File: config.mk
export PLATFORM = sky130hd
export DESIGN_NAME = vector_wb_queue
export DESIGN_NICKNAME = d
export VERILOG_FILES = /design/src/rtl/vector_wb_queue.sv
export SDC_FILE = /design/constraint.sdc
export NUM_CORES = 1
export LEC_CHECK = 0
export ABC_AREA = 1
export CORE_ASPECT_RATIO = 1.75
export CORE_MARGIN = 2
export CORE_UTILIZATION = 45
export DETAILED_ROUTE_END_ITERATION = 8
export PLACE_DENSITY = 0.68
export SLEW_MARGIN = 20
export SYNTH_ARGS = -nofsm -noshare
export SYNTH_HDL_FRONTEND = slang
export SYNTH_SLANG_ARGS = --single-unit
File: constraint.sdc
create_clock -name clk -period 7.55 [get_ports clk]
set_input_delay 1.1325 -clock clk [delete_from_list [all_inputs] [get_ports clk]]
set_output_delay 1.1325 -clock clk [all_outputs]
set_load 0.005 [all_outputs]
File: src/rtl/vector_wb_queue.sv
// Writeback queue between vector_alu and the vector register file write port.
// Results are buffered in order in a circular buffer and drained whenever the
// VRF arbiter grants the write port. Decode can ask whether a source register
// still has a write outstanding, so it can stall on RAW hazards.
module vector_wb_queue #(
  parameter int WIDTH      = 128,
  parameter int DEPTH      = 4,
  parameter int REG_ADDR_W = 4
) (
  input  logic                         clk,
  input  logic                         rst_n,
  input  logic                         in_valid,
  output logic                         in_ready,
  input  logic [WIDTH-1:0]             in_data,
  input  logic [REG_ADDR_W-1:0]        in_rd,
  input  logic                         flush,
  input  logic                         vrf_grant,
  output logic                         vrf_we,
  output logic [REG_ADDR_W-1:0]        vrf_waddr,
  output logic [WIDTH-1:0]             vrf_wdata,
  input  logic [REG_ADDR_W-1:0]        rs1_addr,
  input  logic [REG_ADDR_W-1:0]        rs2_addr,
  output logic                         rs1_pend,
  output logic                         rs2_pend,
  output logic [$clog2(DEPTH+1)-1:0]   count
);

  localparam int PTR_W = $clog2(DEPTH);
  localparam int CNT_W = $clog2(DEPTH+1);
  localparam logic [CNT_W-1:0] DEPTH_C = CNT_W'(DEPTH);

  logic [WIDTH-1:0]      data_q [DEPTH];
  logic [REG_ADDR_W-1:0] rd_q   [DEPTH];
  logic [DEPTH-1:0]      valid_q, valid_d;
  logic [PTR_W-1:0]      wr_ptr_q, wr_ptr_d;
  logic [PTR_W-1:0]      rd_ptr_q, rd_ptr_d;
  logic [CNT_W-1:0]      count_q, count_d;
  logic                  push;
  logic                  pop;

  // Handshake and head-of-queue outputs; a pop never frees space for a same-cycle push
  always_comb begin
    in_ready  = (count_q < DEPTH_C);
    vrf_we    = (count_q != '0) && vrf_grant && !flush;
    push      = in_valid && in_ready && !flush;
    pop       = vrf_we;
    vrf_waddr = rd_q[rd_ptr_q];
    vrf_wdata = data_q[rd_ptr_q];
    count     = count_q;
  end

  // Next-state for pointers, occupancy and per-entry valid bits; flush wins over everything
  always_comb begin
    wr_ptr_d = wr_ptr_q;
    rd_ptr_d = rd_ptr_q;
    count_d  = count_q;
    valid_d  = valid_q;
    if (flush) begin
      wr_ptr_d = '0;
      rd_ptr_d = '0;
      count_d  = '0;
      valid_d  = '0;
    end else begin
      if (pop) begin
        rd_ptr_d          = rd_ptr_q + 1'b1;
        valid_d[rd_ptr_q] = 1'b0;
      end
      if (push) begin
        wr_ptr_d          = wr_ptr_q + 1'b1;
        valid_d[wr_ptr_q] = 1'b1;
      end
      case ({push, pop})
        2'b10:   count_d = count_q + CNT_W'(1);
        2'b01:   count_d = count_q - CNT_W'(1);
        default: count_d = count_q;
      endcase
    end
  end

  // RAW hazard lookup over valid entries only; the incoming result is not visible yet
  always_comb begin
    rs1_pend = 1'b0;
    rs2_pend = 1'b0;
    for (int i = 0; i < DEPTH; i++) begin
      if (valid_q[i] && (rd_q[i] == rs1_addr)) rs1_pend = 1'b1;
      if (valid_q[i] && (rd_q[i] == rs2_addr)) rs2_pend = 1'b1;
    end
  end

  // Control state register; reset discards everything at once
  always_ff @(posedge clk or negedge rst_n) begin
    if (!rst_n) begin
      wr_ptr_q <= '0;
      rd_ptr_q <= '0;
      count_q  <= '0;
      valid_q  <= '0;
    end else begin
      wr_ptr_q <= wr_ptr_d;
      rd_ptr_q <= rd_ptr_d;
      count_q  <= count_d;
      valid_q  <= valid_d;
    end
  end

  // Entry payload storage; contents are qualified by valid_q so no reset is needed
  always_ff @(posedge clk) begin
    if (push) begin
      data_q[wr_ptr_q] <= in_data;
      rd_q[wr_ptr_q]   <= in_rd;
    end
  end

endmodule

# ---- Word level (Yosys, flattened, before mapping)
# Memories as Yosys holds them, arrays and structs flattened.
# Index checks and enable logic that the tools add are counted.
dict set report word_totals {
  word_cells 71
  memories 2
  reg_bits 11
  mem_bits_rw 528
  input_bits 145
  out_inout_bits 139
}
dict set report classes {
  n_addsub 4
  n_lt_le_gt_ge 5
  bitwise_logic 3
  n_reduce_logical 19
  eq_ne 10
  n_mux 24
}
# memory words word_bits read_ports rd_ports_with_merged_regs write_ports line_no
set memory_table {}
lappend memory_table {data_q 4 128 1 0 1 32} ;# logic [WIDTH-1:0] data_q [DEPTH];
lappend memory_table {rd_q 4 4 5 0 1 33} ;# logic [REG_ADDR_W-1:0] rd_q [DEPTH];
# cell n
set op_table {}
lappend op_table {{4-bit == test} 8}
lappend op_table {{4-bit 2-to-1 mux} 4}
lappend op_table {{1-bit logical AND} 14}
lappend op_table {{1-bit 2-to-1 mux} 12}
lappend op_table {{2-bit 2-to-1 mux} 4}
lappend op_table {{2-bit by 3-bit < comparator with 1-bit output, second input constant} 2}
lappend op_table {{3-bit case mux with 2 select lines} 1}
lappend op_table {{3-bit nonzero test} 2}
lappend op_table {{2-bit by 1-bit adder with 2-bit output, second input constant} 2}
lappend op_table {{4-bit bitwise AND} 1}
lappend op_table {{1-bit demux with 2-bit select} 2}
lappend op_table {{2-bit by 1-bit greater-or-equal comparator with 1-bit output, second input constant} 2}
lappend op_table {{4-bit inverter} 1}
lappend op_table {{4-bit bitwise OR} 1}
lappend op_table {{2-bit nonzero test} 2}
lappend op_table {{3-bit by 1-bit adder with 3-bit output, second input constant} 1}
lappend op_table {{3-bit < comparator, second input constant} 1}
lappend op_table {{3-bit 2-to-1 mux} 1}
lappend op_table {{3-bit by 1-bit subtractor with 3-bit output, second input constant} 1}
lappend op_table {{2-bit by 1-bit == test with 1-bit output, second input constant} 1}
lappend op_table {{2-bit == test, second input constant} 1}
lappend op_table {{1-bit logical NOT} 1}

# ---- Longest topological paths before layout
dict set report logic_depth {
  ltp_word 11
  ltp_mapped 9
  ltp_nobuf 9
}

# ---- Least setup slack after synthesis
# Ideal clock, no wire load.
dict set report synth_timing {
  kind {in2reg}
  from {input port flush}
  to {memory data_q[0][0] (enable)}
  required_ns 6.924
  setup_slack_ns -0.076
  setup_time_ns 0.626
  arrival_time_ns 7.000
  path_stages 3
  path_buffers 0
  cell_sequence {nor3_2 -> inv_1 -> nor2_1}
}
dict set report synth_between {
  elab_chain_cells 4
}
# item line_no
set synth_lines {}
lappend synth_lines {{start: declaration} 16} ;# input logic flush,
lappend synth_lines {{1-bit logical NOT} 45} ;# push = in_valid && in_ready && !flush;
lappend synth_lines {{1-bit logical AND} 45}
lappend synth_lines {{1-bit 2-to-1 mux} 107} ;# if (push) begin
lappend synth_lines {{1-bit 2-to-1 mux (not written as such)} 108} ;# data_q[wr_ptr_q] <= in_data;
lappend synth_lines {{end: declaration} 32}
# No other way between the ends.

# ---- Worst setup path in the final report
dict set report layout_timing {
  from {register rd_ptr_q[0]}
  to {output port vrf_wdata[27]}
}
dict set report layout_between {
  elab_chain_cells 1
}
# item line_no
set layout_lines {}
lappend layout_lines {{start: declaration} 36} ;# logic [PTR_W-1:0] rd_ptr_q, rd_ptr_d;
lappend layout_lines {{start signal: assignment} 99} ;# rd_ptr_q <= rd_ptr_d;
lappend layout_lines {{memory 4 x 128 bit} n/a}
lappend layout_lines {{end: declaration} 20} ;# output logic [WIDTH-1:0] vrf_wdata,
# No other way between the ends.

==> run_results.csv <==
group,metric,value,unit
sta,finalHoldViolations,0,
critical_path,critPathTopFamily,"buffers and inverters",
clock_tree,clock-root-buffer,"clkbuf_16",
route,postRouteWirelength,49000,µm
global_routing,grt_pass1_vias,12955,
place,dpl_cell_area,23900,µm²
synthesis,synth_nets,1608,
synthesis,syn-instance-count,1454,
place,gp_congestion,0.890,
status,outcome,"complete, no violations",
route,drcViolationCount,0,
final_layout,area_growth,23.0,%
clock_tree,post-cts-setup-buffers,0,
final_layout,finalNetCount,1871,
clock_tree,numCtsBuffers,47,
clock_tree,clock_path_buffers,3,
hold_path,holdCritPathClass,"reg2reg",
critical_path,critPathKind,"reg2out",
pwr,max-vdd-ir-drop,0.233,mV
route,via_per_inst,5.51,
sta,clock_skew,16.4,ps
clock_tree,ctsResizeCount,0,
final_layout,drive_gt1_share,6.22,%
critical_path,worst_ep_required_time,6420,ps
synthesis,synth.area.top_cells,"edfxtp_1, o21ai_0, nor2_1",
clock_tree,clock_latency,550,ps
global_routing,grt.overflow.total,0,
sta,slew-limit-headroom,32.0,%
critical_path,crit_chain,"inv_8 > buf_4 > o21ai_0 > o22ai_1 > clkdlybuf4s50_1",
route,antenna_left,0,
clock_tree,clk_pin_slew_worst_paths,70,ps
floorplan,die_w,166,µm
global_routing,grt_pass1_wl,73800,µm
clock_tree,cts_max_level,2,
place,dp_cells,2251,
clock_tree,cts_hold_buf,0,
sta,period_needed,5090,ps
clock_tree,clkSinkCount,539,
synthesis,yosysTopAreaCellShare,76.5,%
sta,post-route-period-util,67.4,%
run,cap_viol_max_count,0,
critical_path,critPathSlowestCell,"dfrtp_4",
floorplan,coreArea,45700,µm²
final_layout,design_area,25500,µm²
place,port_buffers,283,
synthesis,yosysSeqAreaShare,77.9,%
sta,worst_slew_pin_slew,1020,ps
global_routing,grtUsageTotal,19.9,%
sta,rsz0062_at_grt,"false",
clock_tree,cts_tree,"yes",
critical_path,crit_path_max_fanout,154,
synthesis,synth_cell_types,33,
sta,drv_slew,0,
global_routing,antenna_found_initial,4,
critical_path,cp_num_buf_inv,3,
floorplan,start_util,45.4,%
place,dp_hpwl,28300,µm
floorplan,rows,104,
critical_path,startpoint_type,"flip-flop",
route,drt_first_pass_iters,5,
critical_path,critPathCaptureType,"output port",
final_layout,fillCellCount,3587,
route,routedWlPerCell,21.0,µm
synthesis,ys_seq_elements,539,
global_routing,grt_max_degree,155,
synthesis,synth_top_area_cell,"edfxtp_1",
synthesis,syn_area,20700,µm²
sta,whs,532,ps
critical_path,arrival,3960,ps
route,vias,12881,
floorplan,die_area,47800,µm²
pwr,leakagePower,8.43,nW
sta,setup_viol,0,
pwr,powerDensity,321,nW/µm²
sta,max_freq,0.196,GHz
final_layout,stdcell_count,2338,
critical_path,max_stage_delay,790,ps
floorplan,io_pins,284,
route,drtIter0Drc,982,
floorplan,die_height,288,µm
synthesis,synth_area_per_cell,14.2,µm²
synthesis,yosys_warnings,0,
-- kinds of logic (layout without fill, tap and decap cells) --
family          Yosys count  in the layout  synth area share (%)
flops                   539            539                  77.9
compound gates          430            430                  11.3
simple gates            345            345                  6.52
buf+inv                 122            420                  3.33
fa+ha+maj                 9              9                 0.580
xor+xnor                  9              9                 0.380
other cells               0              3                     0
-- Yosys cell counts --
| master | n |
|---|---|
| a21oi_1 | 15 |
| a21oi_2 | 1 |
| a31o_2 | 4 |
| buf_12 | 2 |
| buf_2 | 15 |
| buf_4 | 1 |
| buf_6 | 21 |
| buf_8 | 1 |
| clkbuf_1 | 46 |
| clkbuf_2 | 1 |
| dfrtp_1 | 11 |
| edfxtp_1 | 528 |
| fa_1 | 1 |
| ha_1 | 8 |
| inv_1 | 33 |
| inv_2 | 1 |
| inv_8 | 1 |
| nand2_1 | 37 |
| nand2_2 | 4 |
| nand3_1 | 12 |
| nand3b_1 | 2 |
| nand4_1 | 2 |
| nor2_1 | 281 |
| nor2_2 | 1 |
| nor3_1 | 2 |
| nor3_2 | 1 |
| o211ai_1 | 3 |
| o21a_1 | 1 |
| o21ai_0 | 212 |
| o21ai_1 | 61 |
| o22ai_1 | 133 |
| or2_2 | 3 |
| xnor2_1 | 9 |
-- area by class of cell --
type / count / area [µm²] / area share [%]
sequential: 539 / 16100 / 63.3
multi-input combinational: 793 / 3930 / 15.4
timing repair buffer: 301 / 2970 / 11.6
clock buffer: 57 / 1270 / 4.97
tap: 583 / 729 / 2.86
clock inverter: 27 / 307 / 1.20
inverter: 35 / 141 / 0.555
antenna: 3 / 7.51 / 0.0295
-- flip-flops by register name, summed over array words and instances, names as in the netlist --
| name | cells |
|---|---|
| count | 3 |
| rd_q | 16 |
| valid_q | 4 |
| rd_ptr_q | 2 |
| wr_ptr_q | 2 |
| data_q | 512 |
-- layout by cell type (no fill, tap or decap), drive strengths merged, types with 3 or more instances in the layout --
cell type      Yosys  final
a21oi             16     16
a31o               4      4
buf               40     18
bufinv             0      7
clkbuf            47     57
clkdlybuf4s50      0    283
clkinv             0     17
clkinvlp           0      3
dfrtp             11     11
diode              0      3
edfxtp           528    528
ha                 8      8
inv               35     35
nand2             41     41
nand3             12     12
nor2             282    282
nor3               3      3
o211ai             3      3
o21ai            273    273
o22ai            133    133
or2                3      3
xnor2              9      9
-- where the power goes --
group | switching (W) | internal (W) | total (W)
registers | 0.000120 | 0.00350 | 0.00362
logic | 0.00113 | 0.000969 | 0.00210
clock network | 0.00102 | 0.00143 | 0.00245
-- through the flow --
step / total power (W) / worst slack [ps] / util [%] / setup TNS [ps]
2_1_floorplan: 0.00472 / -75.8 / - / -40040
3_3_place_gp: 0.00576 / 3070 / 52.3 / 0
3_5_place_dp: 0.00581 / 3020 / 52.3 / 0
4_1_cts: 0.00827 / 2400 / 55.8 / 0
5_1_grt: 0.00853 / 2230 / 55.8 / 0
6_report: 0.00817 / 2460 / 55.8 / 0
-- worst reg2reg max path: cells and delay by family, from the launching register on --
kind	cells	cell delay [ps]
buffers and inverters	2	1560
flip-flops	1	790
adder cells (fa/ha/maj)	1	300
AO/OA/AOI/OAI	1	200
AND/OR/NAND/NOR	1	60
-- metal layers --
metal	part of all wire, %	track usage, %	vias to the layer above
met1	38	23.0	6440
met4	2.8	7.43	2
li1	-	-	5957
met2	54	36.9	412
met3	5.1	3.45	70
met5	0.027	0	-
-- path summary, 6_finish.rpt --
check | start | to | slack (ps) | depth (start not counted)
min in group asynchronous | rst_n | wr_ptr_q[0] | 1000 | 1
worst min register to register | valid_q[3] | valid_q[3] | 530 | 1
worst max register to register | rd_ptr_q[0] | valid_q[2] | 4540 | 5
worst max-delay path | rd_ptr_q[0] | vrf_wdata[27] | 2460 | 5
worst min-delay path | valid_q[3] | valid_q[3] | 530 | 1
max in group asynchronous | rst_n | rd_ptr_q[1] | 6030 | 1
Power figures use the tool's default switching activity.
